===== src/rtl/fetch_pkg.sv =====
// Shared types and constants for the instruction fetch queue.
package fetch_pkg;

  // Entry field widths; the top-level DataWidth/Address must match these.
  localparam int unsigned FETCH_DATA_W = 32;
  localparam int unsigned FETCH_ADDR_W = 8;

  localparam logic [31:0] NOP_INSTR = 32'h0000_0013;
  localparam int unsigned PC_STEP   = 4;

  typedef enum logic [1:0] {
    IDLE,
    RUN,
    FLUSH
  } fetch_state_e;

  typedef struct packed {
    logic [FETCH_DATA_W-1:0] instr;
    logic [FETCH_ADDR_W-1:0] pc;
  } fetch_entry_t;

endpackage


===== src/rtl/fetch_fifo.sv =====
// Prefetch queue: synchronous FIFO of fetch entries with clear, count and flags.
module fetch_fifo
  import fetch_pkg::*;
#(
  parameter int unsigned Depth = 4,
  parameter int unsigned CntW  = $clog2(Depth) + 1
) (
  input  logic            clk,
  input  logic            rst,
  input  logic            clear,
  input  logic            push,
  input  fetch_entry_t    push_data,
  input  logic            pop,
  output fetch_entry_t    head,
  output logic [CntW-1:0] count,
  output logic            full,
  output logic            empty
);

  localparam int unsigned PtrW = $clog2(Depth);

  fetch_entry_t    mem_q [Depth];
  logic [PtrW-1:0] rd_ptr_q, rd_ptr_d;
  logic [PtrW-1:0] wr_ptr_q, wr_ptr_d;
  logic [CntW-1:0] count_q, count_d;
  logic            push_ok, pop_ok;

  // Pointer and occupancy bookkeeping; clear wins over push/pop.
  always_comb begin
    push_ok  = push && !full;
    pop_ok   = pop && !empty;
    rd_ptr_d = rd_ptr_q;
    wr_ptr_d = wr_ptr_q;
    count_d  = count_q;
    if (clear) begin
      rd_ptr_d = '0;
      wr_ptr_d = '0;
      count_d  = '0;
    end else begin
      // Depth is a power of two, so pointers wrap naturally.
      if (push_ok) wr_ptr_d = wr_ptr_q + PtrW'(1);
      if (pop_ok)  rd_ptr_d = rd_ptr_q + PtrW'(1);
      count_d = count_q + CntW'(push_ok) - CntW'(pop_ok);
    end
  end

  // Pointer/count registers.
  always_ff @(posedge clk or negedge rst) begin
    if (!rst) begin
      rd_ptr_q <= '0;
      wr_ptr_q <= '0;
      count_q  <= '0;
    end else begin
      rd_ptr_q <= rd_ptr_d;
      wr_ptr_q <= wr_ptr_d;
      count_q  <= count_d;
    end
  end

  // Entry storage; contents are only observed while the queue is non-empty.
  always_ff @(posedge clk) begin
    if (push_ok && !clear) mem_q[wr_ptr_q] <= push_data;
  end

  assign head  = mem_q[rd_ptr_q];
  assign count = count_q;
  assign empty = (count_q == '0);
  assign full  = (count_q == CntW'(Depth));

endmodule


===== src/rtl/instr_fetch_queue.sv =====
// Fetch stage: PC generation, in-order imem requests, prefetch queue and
// redirect flush. Optional macro FETCH_BYPASS_EN forwards a response straight
// to decode when the queue is empty (0-cycle latency).
module instr_fetch_queue
  import fetch_pkg::*;
#(
  parameter int unsigned        DataWidth = FETCH_DATA_W,
  parameter int unsigned        Address   = FETCH_ADDR_W,
  parameter int unsigned        Depth     = 4,
  parameter logic [Address-1:0] ResetPc   = '0
) (
  input  logic                 clk,
  input  logic                 rst,
  input  logic                 fetch_en,
  input  logic                 redirect_valid,
  input  logic [Address-1:0]   redirect_pc,
  output logic                 imem_req_valid,
  input  logic                 imem_req_ready,
  output logic [Address-1:0]   imem_req_addr,
  input  logic                 imem_rsp_valid,
  input  logic [DataWidth-1:0] imem_rsp_data,
  output logic                 instr_valid,
  input  logic                 instr_ready,
  output logic [DataWidth-1:0] instruction,
  output logic [Address-1:0]   instr_pc,
  output logic                 busy
);

  localparam int unsigned        CntW   = $clog2(Depth) + 1;
  localparam logic [Address-1:0] PcStep = Address'(PC_STEP);

  fetch_state_e     state_q, state_d;
  logic [Address-1:0] pc_q, pc_d;
  logic [Address-1:0] rsp_pc_q, rsp_pc_d;
  logic [Address-1:0] redirect_tgt;
  logic [CntW-1:0]  outstanding_q, outstanding_d;
  logic [CntW-1:0]  drop_cnt_q, drop_cnt_d;
  logic [CntW-1:0]  fifo_count;
  logic             fifo_full, fifo_empty, fifo_push, fifo_pop;
  fetch_entry_t     push_entry, head_entry;
  logic             credit_ok, req_fire, rsp_drop, rsp_keep, bypass;

  fetch_fifo #(
    .Depth (Depth),
    .CntW  (CntW)
  ) u_fifo (
    .clk       (clk),
    .rst       (rst),
    .clear     (redirect_valid),
    .push      (fifo_push),
    .push_data (push_entry),
    .pop       (fifo_pop),
    .head      (head_entry),
    .count     (fifo_count),
    .full      (fifo_full),
    .empty     (fifo_empty)
  );

  // Request credit, response classification and decode-side handshake.
  always_comb begin
    // Queue slots plus in-flight words never exceed Depth, so responses always fit.
    credit_ok      = ({1'b0, fifo_count} + {1'b0, outstanding_q}) < (CntW + 1)'(Depth);
    imem_req_valid = (state_q == RUN) && fetch_en && !redirect_valid && credit_ok && !fifo_full;
    req_fire       = imem_req_valid && imem_req_ready;
    // A response arriving alongside a redirect belongs to the old path.
    rsp_drop       = imem_rsp_valid && ((drop_cnt_q != '0) || redirect_valid);
    rsp_keep       = imem_rsp_valid && !rsp_drop;
`ifdef FETCH_BYPASS_EN
    bypass         = rsp_keep && fifo_empty;
`else
    bypass         = 1'b0;
`endif
    instr_valid = !fifo_empty || bypass;
    instruction = '0;
    instr_pc    = '0;
    if (!fifo_empty) begin
      instruction = head_entry.instr;
      instr_pc    = head_entry.pc;
    end else if (bypass) begin
      instruction = imem_rsp_data;
      instr_pc    = rsp_pc_q;
    end
    fifo_pop         = !fifo_empty && instr_ready && !redirect_valid;
    fifo_push        = rsp_keep && !(bypass && instr_ready);
    push_entry.instr = imem_rsp_data;
    push_entry.pc    = rsp_pc_q;
  end

  // PC, response-PC and in-flight counter updates; redirect has top priority.
  always_comb begin
    redirect_tgt  = redirect_pc & ~Address'(3);
    pc_d          = pc_q;
    rsp_pc_d      = rsp_pc_q;
    outstanding_d = outstanding_q + CntW'(req_fire) - CntW'(imem_rsp_valid);
    drop_cnt_d    = drop_cnt_q;
    if (redirect_valid) begin
      pc_d       = redirect_tgt;
      rsp_pc_d   = redirect_tgt;
      // Every word still in flight is stale; in FLUSH this equals the old drop count.
      drop_cnt_d = outstanding_q - CntW'(imem_rsp_valid);
    end else begin
      if (req_fire) pc_d = pc_q + PcStep;
      if (rsp_keep) rsp_pc_d = rsp_pc_q + PcStep;
      if (rsp_drop) drop_cnt_d = drop_cnt_q - CntW'(1);
    end
  end

  // Fetch FSM next state.
  always_comb begin
    state_d = state_q;
    unique case (state_q)
      IDLE:    if (fetch_en) state_d = RUN;
      RUN:     if (!fetch_en && outstanding_q == '0) state_d = IDLE;
      FLUSH:   if (drop_cnt_d == '0) state_d = fetch_en ? RUN : IDLE;
      default: state_d = IDLE;
    endcase
    if (redirect_valid && drop_cnt_d != '0) state_d = FLUSH;
  end

  // State registers.
  always_ff @(posedge clk or negedge rst) begin
    if (!rst) begin
      state_q       <= IDLE;
      pc_q          <= ResetPc;
      rsp_pc_q      <= ResetPc;
      outstanding_q <= '0;
      drop_cnt_q    <= '0;
    end else begin
      state_q       <= state_d;
      pc_q          <= pc_d;
      rsp_pc_q      <= rsp_pc_d;
      outstanding_q <= outstanding_d;
      drop_cnt_q    <= drop_cnt_d;
    end
  end

  assign imem_req_addr = pc_q;
  assign busy          = (state_q != IDLE);

endmodule

===== config.mk =====
export PLATFORM = sky130hd
export DESIGN_NAME = instr_fetch_queue
export DESIGN_NICKNAME = d
export VERILOG_FILES = /design/src/rtl/fetch_pkg.sv /design/src/rtl/fetch_fifo.sv /design/src/rtl/instr_fetch_queue.sv
export SDC_FILE = /design/constraint.sdc
export NUM_CORES = 1
export LEC_CHECK = 0
export CORE_ASPECT_RATIO = 0.7
export CORE_UTILIZATION = 46
export CTS_CLUSTER_DIAMETER = 100
export DETAILED_ROUTE_END_ITERATION = 6
export PLACE_DENSITY = 0.71
export SYNTH_ARGS = -nofsm -noshare
export SYNTH_HDL_FRONTEND = slang
export SYNTH_SLANG_ARGS = --single-unit
export TNS_END_PERCENT = 10

===== constraint.sdc =====
create_clock -name clk -period 2.7 [get_ports clk]
set_clock_uncertainty 0.15 [all_clocks]
set_input_delay 0.54 -clock clk [delete_from_list [all_inputs] [get_ports clk]]
set_output_delay 0.54 -clock clk [all_outputs]
set_load 0.03 [all_outputs]

==> results of run 1 <==
power by group:
part	switching (uW)	internal, uW	total (uW)	leakage [uW]
clock network	1050	1190	2240	0.000252
registers	133	3170	3300	0.00170
logic	1590	1490	3080	0.00138
path summary, 6_finish.rpt:
path / to / from
min in group clk: imem_req_addr[7]$_DFFE_PN0P_ / imem_req_addr[7]$_DFFE_PN0P_
min: imem_req_addr[4]$_DFFE_PN0P_ / rst
max: outstanding_q[2]$_DFF_PN0_ / outstanding_q[2]$_DFF_PN0_
max reg2reg: outstanding_q[2]$_DFF_PN0_ / outstanding_q[2]$_DFF_PN0_
min reg2reg: imem_req_addr[7]$_DFFE_PN0P_ / imem_req_addr[7]$_DFFE_PN0P_
max in group asynchronous: u_fifo.rd_ptr_q[0]$_DFFE_PN0P_ / rst
metrics by stage:
stage	power [uW]	setup TNS (ns)
floorplan	5110	-15.62
global placement	6050	-5.65
detailed placement	6100	-10.51
CTS	8360	0
global route	9020	-0.0715
finish	8620	0
layout by cell type, fill, tap and decap left out, types with 4 or more instances in the layout:
cell,n
a21oi_1,5
buf_12,10
nand3_1,7
nor2_1,11
clkbuf_16,17
conb_1,4
buf_6,24
mux2_2,6
inv_1,13
edfxtp_1,152
and2_4,15
mux4_2,38
and2_2,4
xnor2_1,11
ha_1,14
buf_4,35
dfrtp_1,25
clkdlybuf4s50_1,51
and2_1,24
nand2_1,6
clkinv_4,4
xor2_1,5
flip-flops by register name, summed over array words and instances, names as in the netlist:
signal and count:
drop_cnt_q 3, state_q 2, u_fifo.mem_q 152, rsp_pc_q 6, u_fifo.rd_ptr_q 2, u_fifo.wr_ptr_q 2, imem_req_addr 6, outstanding_q 3
u_fifo.count 3
final cells by class:
class                           count  area, sq um  share of cell area (%)
Clock buffer                       19          433                    4.60
Clock inverter                     13          103                    1.09
Timing Repair Buffer              120         1240                    13.2
Tap cell                          200          250                    2.66
Sequential cell                   179         5240                    55.7
Multi-Input combinational cell    191         2090                    22.2
Inverter                           14         52.6                   0.558
worst max-delay path, cell delays in order (launching register included):
cell and delay (ns):
dfrtp_1 0.41, ha_4 0.26, nor4b_4 0.27, and4b_1 0.29, nand2_2 0.08, ha_1 0.27
inv_1 0.04, ha_2 0.17, fa_2 0.33, xor2_1 0.15, xnor2_1 0.13
routing by layer:
layer | GRT usage [%] | share of wire (%)
met1 | 23.8 | 47
met2 | 28.4 | 48
met3 | 5.93 | 4.8
met4 | 5.86 | 1.1
met5 | 0 | 0
kinds of logic after synthesis:
kind of cell / after synthesis
AO/OA/AOI/OAI: 20
XOR/XNOR: 16
adder cells (fa/ha/maj): 18
buffers and inverters: 37
flip-flops: 179
multiplexers: 47
other: 1
AND/OR/NAND/NOR: 86
what timing repair did:
action | 4_1_cts | 5_1_grt
gates resized for setup | 3 | 45
setup buffers | 1 | 3
endpoints found under the hold margin | 0 | 0
pin swaps | 1 | 2
cloned | 0 | 0
endpoints found under the setup margin | 7 | 25
==> run summary, run 1 <==
Status: finished, final reports clean
Top_reg_cell synth: edfxtp_1
Die Wd: 154 um
Initial DRC Count: 187
Post-synthesis cell type count: 47
Count leader, synth: edfxtp_1
Data arrival, critical path: 2.82 ns
Startpoint Class: register
Syn Inst Count: 404
Area delta synth->final: 26.8%
TritonRoute pass-1 iters: 4
R2r setup slk: 0.05 ns
Synth Area in Compound Gates: 1.89%
# hold bufs at CTS: 0
Leak: 0.00333 uW
Initial antenna violation count: 0
Diode count: 0
Clock transition at the registers of the reported paths: 0.07 ns
CTS Buf Count: 17
Crit end category: register
Die area: 16,700 sq um
MaxCap Viol Count: 0
FF+latch count, synth: 179
CTS sink count: 179
Gr usage total: 18.0%
Final period util: 98.3%
Main combinational cell family by area after synthesis: multiplexers
Sequential-to-total area share from yosys stat: 70.6%
CTS tree: built
Hpwl dp: 8480 um
First-pass GRT wire length: 21,900 um
Share of layout cells above drive strength 1: 31.9%
# rows: 38
Hold_ws: 0.353 ns
Crit path time final: 2.65 ns
Cell Area, Synth: 7430 sq um
EDFF count, synth: 152
GP Congestion: 0.789
CP Class: reg2reg
Fin util: 60.2%
Remaining Overflow, GRT: 0
Slew Viols, Final: 0
HP Class: in2async
Clock Path Buffers: 2
DR DRC count: 0
Synth area leader: edfxtp_1
Non-Filler Instances: 736
H-tree Lvls: 4
Fraction of registers with async set/reset: 15.1%
Pin count of the biggest net entering global routing: 41
Core footprint: 15,600 sq um
Crit Path Max Fanout: 2
Final wirelength: 13,700 um
Placed instance count: 700
Adder-cell area share of the yosys netlist: 3.24%
Number of filler cells placed in the layout: 1,130
Peak Freq: 377 MHz
Post-synthesis simple-gate area fraction: 7.01%
Initial Utilization: 47.5%
CTS root buffer: clkbuf_16
Top cell types by occurrence after synthesis: edfxtp_1, and2_1, mux4_2
WL per Instance: 18.7 um
Max VDD drop: 0.402 mV
Final hold viol count: 0
RSZ-0062 raised after global routing: yes
Top post-synthesis cells by area: edfxtp_1, mux4_2, dfrtp_1, and2_1, ha_1
Design area: 9410 sq um
Post-synthesis mux area share: 12.8%
Power density over cell area: 915 nW/um^2
Area post-placement: 8670 sq um
Vias/cell: 5.37
Req. time, crit path: 2.86 ns
Endpoints failing setup: 0
Synth Area in XOR/XNOR: 1.89%
Mean area per synthesized cell: 18.4 sq um
Vias in the first global route: 4,141
IO Port Bufs: 91
Top-area cell type share of the netlist area: 61.5%
Die Ht: 108 um
Clk Latency, worst-skew pair: 0.43 ns
Final worst setup slack: 0.0470 ns
Synthesis warning total: 0
Top-level port count: 98
R2R cell count: 10
Post-route ant nets: 0
Final #Nets: 588
Place WS: -0.363 ns
Via count: 3,953
Note: power is estimated with default switching activity, not from simulation.
==> inputs of run 2 (changes only) <==
--- a/config.mk
+++ b/config.mk
@@ -6,6 +6,7 @@
 export NUM_CORES = 1
 export LEC_CHECK = 0
 export CORE_ASPECT_RATIO = 0.7
+export CORE_MARGIN = 2
 export CORE_UTILIZATION = 46
 export CTS_CLUSTER_DIAMETER = 100
 export DETAILED_ROUTE_END_ITERATION = 6
==> run 2 against run 1 <==
Global-route usage decreased by 0.25 points. Clock power grew 12%. Sequential power about the same. Wire length increased by 4.0%. Die area grew 3.2%. Sequential share of layout area down 0.71 points. Hold slack got worse by 0.016 ns. Critical path depth is 5 lower. Register-to-register slack better by 0.04 ns. Combinational power shrank 3%. Non-clock buffer count is 11 higher. Flip-flop and latch count unchanged. Critical path type is now reg2out. Largest power group unchanged.
==> run summary, run 2 (synthesis results as in run 1) <==
CTS root buffer: clkbuf_16
Total power: 8800 uW (+2.2%)
Data arrival, critical path: 1.97 ns (-0.85 ns)
Most frequent cells in the layout: edfxtp_1, buf_4, clkdlybuf4s50_1
Leak: 0.00340 uW (+2.3%)
Sequential cell area: 5240 sq um (unchanged)
Top-level port count: 98 (unchanged)
Max stage delay on crit path: 0.50 ns (+0.09 ns)
Reg2reg start: u_fifo.count[2]$_DFF_PN0_
Initial DRC Count: 269 (+44%)
HP Class: in2async
IO Port Bufs: 91 (unchanged)
TritonRoute pass-1 iters: 4 (unchanged)
Vias/cell: 5.29 (-1.4%)
Gr usage total: 17.8% (-0.25 points)
Final wirelength: 14,300 um (+4.0%)
Max VDD drop: 0.510 mV (+27%)
Die area: 17,200 sq um (+3.2%)
Most flop-heavy register: u_fifo.mem_q
CTS Buf Count: 17 (unchanged)
Final worst setup slack: 0.0375 ns (-0.00953 ns)
Initial antenna violation count: 0 (unchanged)
Vias in the first global route: 4,100 (-0.99%)
Final hold viol count: 0 (unchanged)
First-pass GRT wire length: 22,200 um (+1.5%)
CP cell instances: buf_12, clkbuf_16, mux4_2, and2_1, buf_4
Multi-input logic area: 2070 sq um (-1.1%)
Clk Latency, worst-skew pair: 0.42 ns (about the same)
Critical path's slowest cell: mux4_2
Req. time, crit path: 2.01 ns (-0.85 ns)
Max FFs per register: 152 (unchanged)
DR DRC count: 0 (unchanged)
Fin util: 61.0% (+0.78 points)
Clock transition at the registers of the reported paths: 0.06 ns (about the same)
RSZ-0062 raised after global routing: yes
CTS tree: built
Diode count: 0 (unchanged)
MaxCap Viol Count: 0 (unchanged)
Place WS: -0.415 ns (-0.0520 ns)
Number of filler cells placed in the layout: 1,147 (+1.5%)
Final period util: 98.6% (+0.35 points)
CP Class: reg2out
Via count: 3,954 (+0.025%)
Initial Utilization: 47.5% (unchanged)
Hpwl dp: 9110 um (+7.5%)
Slew Viols, Final: 0 (unchanged)
Clock Path Buffers: 2 (unchanged)
Area delta synth->final: 28.4%
Remaining Overflow, GRT: 0 (unchanged)
R2r setup slk: 0.09 ns (+0.04 ns)
Endpoints failing setup: 0 (unchanged)
Total Neg Setup Slack: 0 ns (unchanged)
GP Congestion: 0.816 (+3.4%)
H-tree Lvls: 4 (unchanged)
Pin count of the biggest net entering global routing: 41 (unchanged)
Crit end category: primary output
Crit path time final: 2.66 ns (+0.00953 ns)
Startpoint Class: register
Crit Path Max Fanout: 10 (+8)
Share of layout cells above drive strength 1: 31.6% (-0.28 points)
Die Ht: 110 um (+1.8%)
# rows: 38 (unchanged)
Design area: 9540 sq um (+1.3%)
Core footprint: 15,600 sq um (unchanged)
R2R cell count: 10 (unchanged)
Post-route ant nets: 0 (unchanged)
Final #Nets: 599 (+1.9%)
CTS sink count: 179 (unchanged)
Power density over cell area: 923 nW/um^2 (+0.89%)
Status: finished, final reports clean
WL per Instance: 19.1 um (+2.5%)
Most common cell after layout, fill and taps aside: edfxtp_1
Peak Freq: 376 MHz (-0.36%)
Area post-placement: 8760 sq um (+1.1%)
Reg2reg end: outstanding_q[2]$_DFF_PN0_
Die Wd: 156 um (+1.3%)
run 2: cell count changes in the layout (fill, tap and decap cells not counted), sizes merged:
cell | previous run | this run
buf | 69 | 78
bufinv | 0 | 3
clkinv | 7 | 6
run 2: area by class of cell:
| class | instances | share of cell area, % |
|---|---|---|
| Multi-Input combinational cell | 191 | 21.7 |
| Clock buffer | 17 | 4.46 |
| Tap cell | 200 | 2.62 |
| Sequential cell | 179 | 55.0 |
| Timing Repair Buffer | 131 | 13.8 |
| Inverter | 14 | 0.551 |
| Clock inverter | 15 | 1.89 |
run 2: worst max path at each step:
| stage | start | to | slack (ns) | cells after the start |
|---|---|---|---|---|
| 2_1_floorplan | redirect_valid | u_fifo.mem_q[3][10]$_DFFE_PP_ | -0.14 | 6 |
| 3_3_place_gp | fetch_en | outstanding_q[2]$_DFF_PN0_ | -0.28 | 10 |
| 3_5_place_dp | fetch_en | outstanding_q[2]$_DFF_PN0_ | -0.41 | 10 |
| 4_1_cts | u_fifo.count[2]$_DFF_PN0_ | outstanding_q[2]$_DFF_PN0_ | -0.005 | 10 |
| 5_1_grt | u_fifo.count[1]$_DFF_PN0_ | instruction[28] | -0.03 | 5 |
| 6_report | u_fifo.rd_ptr_q[0]$_DFFE_PN0P_ | instruction[8] | 0.04 | 5 |
run 2: what timing repair did:
item / CTS / global route
gates cloned: 0 / 2
setup endpoints to repair: 37 / 21
buffers inserted: 1 / 3
resized for setup: 4 / 12
hold buffers: 0 / 0
pin swaps: 1 / 2
run 2: through the flow:
step,hold slack [ns],std cells
after detailed placement,0.360,709
final,0.337,747
after global routing,0.368,747
after floorplan,0.0944,407
after global placement,0.351,709
after CTS,0.335,742
run 2: metal layers:
metal | wire (um) | share of wire, % | track usage [%] | vias up
li1 | - | - | - | 1810
met1 | 6560 | 46 | 23.9 | 2021
met2 | 6820 | 48 | 28.8 | 107
met3 | 756 | 5.3 | 4.53 | 16
met4 | 153 | 1.1 | 5.90 | 0
met5 | 0 | 0 | 0 | -
run 2: power by group:
part | internal [uW] | switching, uW
clock | 1460 | 1050
sequential | 3170 | 126
combinational | 1390 | 1610
total | 6020 | 2790
run 2: worst max-delay path: cells and delay by family (launching register included):
kind	cells	cell delay (ns)
mux	1	0.50
buf+inv	3	0.49
flops	1	0.39
simple gates	1	0.17
